### src/rtl/mac_pkg.sv
// Shared types and helpers for the gated multiply-accumulate pipeline:
// product width, accumulator saturation limits and the operand mode enum.
package mac_pkg;

    typedef enum logic {
        MAC_UNSIGNED = 1'b0,
        MAC_SIGNED   = 1'b1
    } mac_mode_e;

    // Widest accumulator the saturation helpers can describe.
    localparam int SAT_MAX_W = 256;

    function automatic int prod_w(input int a_w, input int b_w);
        return a_w + b_w;
    endfunction

    // Largest representable accumulator value, right-aligned in SAT_MAX_W bits.
    function automatic logic [SAT_MAX_W-1:0] sat_max(input int acc_w, input int signed_mode);
        logic [SAT_MAX_W-1:0] v;
        v = {SAT_MAX_W{1'b1}} >> (SAT_MAX_W - acc_w);
        if (signed_mode != 0) begin
            v = v >> 1;
        end
        return v;
    endfunction

    // Smallest representable accumulator value, right-aligned in SAT_MAX_W bits.
    function automatic logic [SAT_MAX_W-1:0] sat_min(input int acc_w, input int signed_mode);
        logic [SAT_MAX_W-1:0] v;
        v = '0;
        if (signed_mode != 0) begin
            v = SAT_MAX_W'(1) << (acc_w - 1);
        end
        return v;
    endfunction

endpackage

### src/rtl/mac_gated_pipe_clk_gate.sv
// Glitch-free clock gate: the enable is captured by a latch that is transparent
// while clk is low, then ANDed with clk so it can only change while gclk is low.
module clk_gate (
    input  logic clk,
    input  logic en,
    output logic gclk
);

    logic en_lat;

    always_latch begin
        if (!clk) begin
            en_lat = en;
        end
    end

    assign gclk = clk & en_lat;

endmodule

### src/rtl/mac_gated_pipe.sv
// Two-stage multiply-accumulate with a gated clock per stage, term counter and
// sticky overflow. Define MAC_SAT_EN to clamp the accumulator on overflow instead of wrapping.
module mac_gated_pipe
    import mac_pkg::*;
#(
    parameter int A_W    = 8,
    parameter int B_W    = 8,
    parameter int ACC_W  = 64,
    parameter int CNT_W  = 16,
    parameter int SIGNED = 0
) (
    input  logic             clk,
    input  logic             rst,
    input  logic             clr,
    input  logic             en,
    input  logic [A_W-1:0]   A,
    input  logic [B_W-1:0]   B,
    output logic [ACC_W-1:0] accum,
    output logic             acc_vld,
    output logic [CNT_W-1:0] term_cnt,
    output logic             ovf
);

    localparam int               P_W     = prod_w(A_W, B_W);
    localparam mac_mode_e        MODE    = (SIGNED != 0) ? MAC_SIGNED : MAC_UNSIGNED;
    localparam logic [CNT_W-1:0] CNT_MAX = '1;

`ifdef MAC_SAT_EN
    localparam logic [SAT_MAX_W-1:0] SAT_MAX_FULL = sat_max(ACC_W, SIGNED);
    localparam logic [SAT_MAX_W-1:0] SAT_MIN_FULL = sat_min(ACC_W, SIGNED);
    localparam logic [ACC_W-1:0]     SAT_MAX      = SAT_MAX_FULL[ACC_W-1:0];
    localparam logic [ACC_W-1:0]     SAT_MIN      = SAT_MIN_FULL[ACC_W-1:0];
`endif

    logic             gclk1;
    logic             gclk2;
    logic             gate1_en;
    logic             gate2_en;
    logic [P_W-1:0]   a_ext;
    logic [P_W-1:0]   b_ext;
    logic [P_W-1:0]   prod_next;
    logic [P_W-1:0]   prod_reg;
    logic             vld_s1;
    logic [ACC_W-1:0] prod_ext;
    logic [ACC_W-1:0] sum;
    logic             carry;
    logic             ovf_now;
    logic [ACC_W-1:0] accum_next;

    // rst is in both enables so reset always reaches the gated flops;
    // acc_vld keeps stage 2 clocked for one more edge so the pulse can fall.
    assign gate1_en = en | rst;
    assign gate2_en = vld_s1 | clr | rst | acc_vld;

    clk_gate u_gate1 (.clk(clk), .en(gate1_en), .gclk(gclk1));
    clk_gate u_gate2 (.clk(clk), .en(gate2_en), .gclk(gclk2));

    generate
        if (MODE == MAC_SIGNED) begin : g_signed
            assign a_ext    = P_W'($signed(A));
            assign b_ext    = P_W'($signed(B));
            assign prod_ext = ACC_W'($signed(prod_reg));
        end else begin : g_unsigned
            assign a_ext    = P_W'(A);
            assign b_ext    = P_W'(B);
            assign prod_ext = ACC_W'(prod_reg);
        end
    endgenerate

    // Operands are pre-extended to the full product width, so the low P_W
    // bits of the product are exact for both signed and unsigned operands.
    assign prod_next      = a_ext * b_ext;
    assign {carry, sum}   = {1'b0, accum} + {1'b0, prod_ext};

    always_comb begin
        ovf_now    = carry;
        accum_next = sum;
        if (MODE == MAC_SIGNED) begin
            ovf_now = (accum[ACC_W-1] == prod_ext[ACC_W-1]) && (sum[ACC_W-1] != accum[ACC_W-1]);
        end
`ifdef MAC_SAT_EN
        if (ovf_now) begin
            if (MODE == MAC_SIGNED && accum[ACC_W-1]) begin
                accum_next = SAT_MIN;
            end else begin
                accum_next = SAT_MAX;
            end
        end
`endif
    end

    always_ff @(posedge gclk1) begin
        if (rst) begin
            prod_reg <= '0;
        end else begin
            prod_reg <= prod_next;
        end
    end

    // The stage-1 valid runs on the free clock: gclk1 stops when en drops,
    // and the valid must fall on exactly that edge.
    always_ff @(posedge clk) begin
        if (rst) begin
            vld_s1 <= 1'b0;
        end else begin
            vld_s1 <= en;
        end
    end

    always_ff @(posedge gclk2) begin
        if (rst || clr) begin
            accum    <= '0;
            acc_vld  <= 1'b0;
            term_cnt <= '0;
            ovf      <= 1'b0;
        end else if (vld_s1) begin
            accum   <= accum_next;
            acc_vld <= 1'b1;
            if (term_cnt != CNT_MAX) begin
                term_cnt <= term_cnt + CNT_W'(1);
            end
            if (ovf_now) begin
                ovf <= 1'b1;
            end
        end else begin
            acc_vld <= 1'b0;
        end
    end

endmodule

### config.mk
export PLATFORM = sky130hd
export DESIGN_NAME = mac_gated_pipe
export DESIGN_NICKNAME = d
export VERILOG_FILES = /design/src/rtl/mac_pkg.sv /design/src/rtl/mac_gated_pipe_clk_gate.sv /design/src/rtl/mac_gated_pipe.sv
export SDC_FILE = /design/constraint.sdc
export NUM_CORES = 1
export LEC_CHECK = 0
export BUFFER_PORTS_ARGS = -buffer_cell sky130_fd_sc_hd__buf_2
export CAP_MARGIN = 20
export CORE_MARGIN = 3
export CORE_UTILIZATION = 58
export DETAILED_ROUTE_END_ITERATION = 16
export PLACE_DENSITY = 0.81
export SLEW_MARGIN = 0
export SYNTH_ARGS = -nofsm -noshare
export SYNTH_HDL_FRONTEND = slang
export SYNTH_SLANG_ARGS = --single-unit
export TNS_END_PERCENT = 5
### constraint.sdc
create_clock -name clk -period 4.52 [get_ports clk]
set_input_delay 0 -clock clk [delete_from_list [all_inputs] [get_ports clk]]
set_output_delay 0 -clock clk [all_outputs]
set_load 0.1 [all_outputs]
Word level (Yosys, flattened, before mapping)
Index checks and enable logic that the tools add are counted.

Logic and storage cells: 24. Register bits: 99. Output and inout port bits: 82. Bits of input ports: 20. Latch bits: 2.

Equal/unequal tests: 1. Muxes and demuxes: 3. Multipliers: 1. Bitwise logic cells: 6. $add $sub $neg: 2. Reductions and logical operators: 3.

Operators with widths (count): $add 64x16->65 (1); $add 16x1->16 const B (1); $mul 8x8->16 (1); $ne 16x16->1 const B (1); $or 1x1->1 (4); $reduce_and 2->1 (2); $mux 1 (3); $and 1x1->1 (2); $logic_or 1x1->1 (1).

Depth between registers and ports, before layout
Depth in word-level cells: 4. Gate-level depth with buffers: 17. Depth with buffers taken out: 17.

Cells and area by module
A second synthesis with hierarchy kept.

Cell total of the unflattened synthesis: 842. Area total of the unflattened synthesis: 7083.0 µm².

By module, submodules not included: mac_gated_pipe (cells an instance 838, seq. area each 1981.9 µm², area an instance 7040.5 µm², times used 1); clk_gate (cells an instance 2, seq. area each 0.0 µm², area an instance 21.3 µm², times used 2).

==> impl_metrics.sql <==
INSERT INTO impl_metrics (metric_group, metric, value, unit) VALUES
('status', 'run_status', 'completed', ''),
('worst_setup_path', 'setup.worst_path.end_class', 'flip-flop', ''),
('global_route', 'grt_max_degree', '75', ''),
('pwr', 'switching_power', '0.9573', 'mW'),
('yosys', 'compound_gate_portion_of_the_synthesized_area', '0.1384', ''),
('die', 'initial_core_utilization', '0.6017', ''),
('yosys', 'synth_top_family_by_area', 'simple AND/OR/NAND/NOR gates', ''),
('timing', 'final_number_of_max_transition_violations', '0', ''),
('yosys', 'yosys.area_share.adder', '0.2009', ''),
('placement', 'routabilityCongestion', '0.8568', ''),
('cts', 'clk_transition_reported_paths', '0.05', 'ns'),
('global_route', 'grt.met1_usage', '0.3437', ''),
('timing', 'finalCritPeriodShare', '0.8454', ''),
('die', 'dieHeight', '115.8', 'um'),
('cts', 'clock_insertion_delay_worst_skew', '0.76', 'ns'),
('global_route', 'grt_use_total', '0.2642', ''),
('detailed_routing', 'routed-via-count', '6358', ''),
('worst_setup_path', 'critical_path_class', 'primary input to flip-flop', ''),
('pwr', 'power_switching_share', '0.3113', ''),
('die', 'floorplan.die_area', '13400', 'um^2'),
('worst_setup_path', 'worstPathArrival', '4.40', 'ns'),
('final_layout', 'num_antenna_cells', '0', ''),
('worst_setup_path', 'cp.buffers_inverters', '5', ''),
('global_route', 'grt_overflow_total', '0', ''),
('pwr', 'share_seq_of_total_power', '0.264', ''),
('timing', 'fmax', '261.7', 'MHz'),
('worst_setup_path', 'timing.critical_path.required', '5.10', 'ns'),
('timing', 'timing.final.hold_violations', '0', ''),
('yosys', 'synthXorXnorAreaFrac', '0.07771', ''),
('worst_setup_path', 'critical-path-top-delay-family', 'adder cells', ''),
('detailed_routing', 'route.antenna.remaining_nets', '0', ''),
('final_layout', 'design.final.nets', '1051', ''),
('final_layout', 'final_cells', '1091', ''),
('final_layout', 'fraction_of_final_layout_cells_with_drive_strength_greater_than_1', '0.1540', ''),
('cts', 'postCtsSetupRepairBufs', '0', ''),
('pwr', 'clkPwrFrac', '0.432', ''),
('worst_setup_path', 'cpMaxStageDelayCell', 'sky130_fd_sc_hd__fa_1', ''),
('detailed_routing', 'drt-wirelength-per-cell', '16.16', 'um'),
('yosys', 'synth.net_count', '934', ''),
('timing', 'grt_setup_unrepaired', 'no', ''),
('worst_setup_path', 'critical_path.max_fanout', '8', ''),
('timing', 'max_slew.worst_pin.slew', '1.119', 'ns'),
('detailed_routing', 'dr.first_iter.drc_count', '413', ''),
('yosys', 'synth-seq-cells', '101', ''),
('global_route', 'antenna_found_initial', '0', ''),
('global_route', 'grt_pass1_vias', '6117', ''),
('pwr', 'cellPowerDensity', '366.8', 'nW/um^2'),
('yosys', 'ys_async_sr_fraction', '0', ''),
('detailed_routing', 'routed_via_density', '5.828', ''),
('global_route', 'grt-busiest-layer', 'met2', ''),
('yosys', 'synthMuxAreaShare', '0.008594', ''),
('pwr', 'power.static_leakage', '3.636', 'nW'),
('final_layout', 'largest_register_ffs', '64', ''),
('detailed_routing', 'totalWireLength', '17630', 'um'),
('yosys', 'synth.cell_area', '6988', 'um^2'),
('worst_hold_path', 'class_of_the_most_critical_hold_timing_path', 'primary input to flip-flop', ''),
('global_route', 'met2_usage', '0.4473', ''),
('worst_setup_path', 'cell_chain_of_the_critical_path', 'dlygate4sd3_1, buf_2, nand2_1, fa_1, fa_1, inv_1, fa_1, inv_1, fa_1, inv_1, ha_1, o21a_1, o31ai_1, a22oi_1, a211oi_1, a21oi_1, xnor2_1, nor2_1', ''),
('yosys', 'syn_avg_cell_area', '8.481', 'um^2'),
('detailed_routing', 'remaining_drc_errors', '0', ''),
('worst_setup_path', 'critical_path.max_stage_delay', '0.54', 'ns'),
('cts', 'clock_tree_from_tritoncts', 'done', ''),
('yosys', 'synth_enable_flop_cells', '0', ''),
('timing', 'clock_skew', '0.08923', 'ns'),
('pwr', 'intPower', '2.118', 'mW'),
('timing', 'timing.setup.tns', '0', 'ns'),
('timing', 'relSlewSlack', '0.2515', ''),
('timing', 'layout_min_cycle_time', '3.821', 'ns'),
('yosys', 'synthFlopType', 'sky130_fd_sc_hd__dfxtp_1', ''),
('placement', 'port_buffers', '101', ''),
('detailed_routing', 'detailed_routing_iteration_count_for_the_pre_antenna_repair_pass', '5', '');
==> worst min-delay path, delay by kind of cell <==
kind	cells	cell delay, ns
simple gates	2	0.30
buf+inv	1	0.14
fa+ha+maj	2	0.27
==> logic make-up after synthesis <==
group,count (synthesis)
buffers and inverters,79
DFF,99
xor gates and xnor gates,62
and+or+nand+nor,341
muxes,6
latches,2
AOI/OAI and AO/OA,145
adders and majority gates,90
==> metrics by stage <==
stage / total power [mW] / hold WS [ns] / utilization / instance area [um^2] / setup WS (ns)
6_report: 3.075 / 0.06537 / 0.7219 / 8384 / 0.6989
5_1_grt: 3.251 / 0.1470 / 0.7219 / 8384 / 0.4056
4_1_cts: 3.088 / 0.08806 / 0.7219 / 8384 / 0.6887
3_5_place_dp: 1.840 / 0.2292 / 0.6557 / 7615 / 0.5214
3_3_place_gp: 1.810 / 0.2258 / 0.6557 / 7615 / 0.5927
2_1_floorplan: 1.651 / 0.1138 / - / 6988 / 0.8823
==> cell type report <==
type / instances / area [um^2]
clock buffers: 26 / 575.6
clock inverters: 5 / 103.9
fillers: 947 / 3229
inverters: 59 / 221.5
multi-input cells: 644 / 4674
flip-flops and latches: 101 / 2012
well taps: 143 / 178.9
repair buffers: 113 / 618.1
==> power by group through the flow <==
| stage | Clock [mW] | Combinational, mW | Sequential, mW |
|---|---|---|---|
| floorplan | 0.117 | 0.677 | 0.856 |
| global placement | 0.117 | 0.869 | 0.825 |
| detailed placement | 0.117 | 0.897 | 0.826 |
| CTS | 1.34 | 0.933 | 0.811 |
| global route | 1.38 | 1.06 | 0.814 |
| finish | 1.33 | 0.934 | 0.812 |
==> layer usage <==
layer | part of all wire | vias to the layer above
li1 | - | 3078
met1 | 0.43 | 3006
met2 | 0.49 | 221
met3 | 0.055 | 53
met4 | 0.025 | 0
met5 | 0 | -
==> synth_stat cells, types with 2 or more instances <==
master	n	area [um^2]
sky130_fd_sc_hd__a31oi_1	3	18.77
sky130_fd_sc_hd__nand2_2	2	12.51
sky130_fd_sc_hd__o211ai_1	9	67.56
sky130_fd_sc_hd__mux2i_1	6	60.06
sky130_fd_sc_hd__nand3_1	29	145.1
sky130_fd_sc_hd__and2_1	51	319.1
sky130_fd_sc_hd__or3_1	16	100.1
sky130_fd_sc_hd__buf_2	4	20.02
sky130_fd_sc_hd__o31ai_1	6	45.04
sky130_fd_sc_hd__a21o_1	3	22.52
sky130_fd_sc_hd__nor3_2	2	20.02
sky130_fd_sc_hd__o21ai_0	33	165.2
sky130_fd_sc_hd__o21bai_1	3	22.52
sky130_fd_sc_hd__and4_1	2	17.52
sky130_fd_sc_hd__o21ai_1	3	15.01
sky130_fd_sc_hd__or2_2	2	12.51
sky130_fd_sc_hd__nor2b_1	10	62.56
sky130_fd_sc_hd__a211oi_1	8	60.06
sky130_fd_sc_hd__fa_1	37	740.7
sky130_fd_sc_hd__nor2_1	101	379.1
sky130_fd_sc_hd__xor2_1	48	420.4
sky130_fd_sc_hd__o221ai_1	3	26.28
sky130_fd_sc_hd__ha_1	53	663.1
sky130_fd_sc_hd__nand4_1	26	162.7
sky130_fd_sc_hd__nor4_1	3	18.77
sky130_fd_sc_hd__o2111ai_2	2	30.03
sky130_fd_sc_hd__nor3_1	18	90.09
sky130_fd_sc_hd__a22oi_1	3	22.52
sky130_fd_sc_hd__dfxtp_1	99	1982
sky130_fd_sc_hd__o31a_1	3	26.28
sky130_fd_sc_hd__nand2b_1	4	25.02
sky130_fd_sc_hd__a21oi_1	42	210.2
sky130_fd_sc_hd__xnor2_1	14	122.6
sky130_fd_sc_hd__nand2_1	61	229.0
sky130_fd_sc_hd__a211oi_4	2	40.04
sky130_fd_sc_hd__o21a_1	14	105.1
sky130_fd_sc_hd__or4_1	4	30.03
sky130_fd_sc_hd__o2111ai_1	4	35.03
sky130_fd_sc_hd__dlxtn_1	2	30.03
sky130_fd_sc_hd__inv_1	58	217.7
sky130_fd_sc_hd__and3_1	6	37.54
sky130_fd_sc_hd__clkbuf_1	16	60.06
==> what timing repair did <==
action,in CTS,in global routing
endpoints found under the hold margin,30,0
setup endpoints to repair,0,0
hold buffers,9,0
gates resized for setup,0,0
==> cell usage in the layout (no fill, tap or decap), types with 33 or more instances in the layout <==
| cell | instances |
|---|---|
| sky130_fd_sc_hd__nor2_1 | 101 |
| sky130_fd_sc_hd__buf_2 | 101 |
| sky130_fd_sc_hd__dfxtp_1 | 99 |
| sky130_fd_sc_hd__nand2_1 | 61 |
| sky130_fd_sc_hd__inv_1 | 58 |
| sky130_fd_sc_hd__ha_1 | 53 |
| sky130_fd_sc_hd__and2_1 | 51 |
| sky130_fd_sc_hd__xor2_1 | 48 |
| sky130_fd_sc_hd__a21oi_1 | 42 |
| sky130_fd_sc_hd__fa_1 | 37 |
| sky130_fd_sc_hd__o21ai_0 | 33 |
==> worst paths after layout <==
kind | depth (start not counted) | slack (ns) | startpoint | end
setup / recovery | 18 | 0.70 | A[0] | prod_reg[15]$_SDFF_PP0_
setup reg to reg | 10 | 1.30 | accum[0]$_SDFFE_PP0P_ | accum[62]$_SDFFE_PP0P_
max in group gated | 0 | 1.25 | u_gate2.en_lat$_DLATCH_N_ | clock gate
hold reg to reg | 1 | 0.48 | ovf$_SDFFE_PP0P_ | ovf$_SDFFE_PP0P_
min in group gated | 0 | 0.77 | u_gate1.en_lat$_DLATCH_N_ | clock gate
hold / removal | 5 | 0.07 | B[2] | prod_reg[2]$_SDFF_PP0_
(Power assumes the default switching activity.)
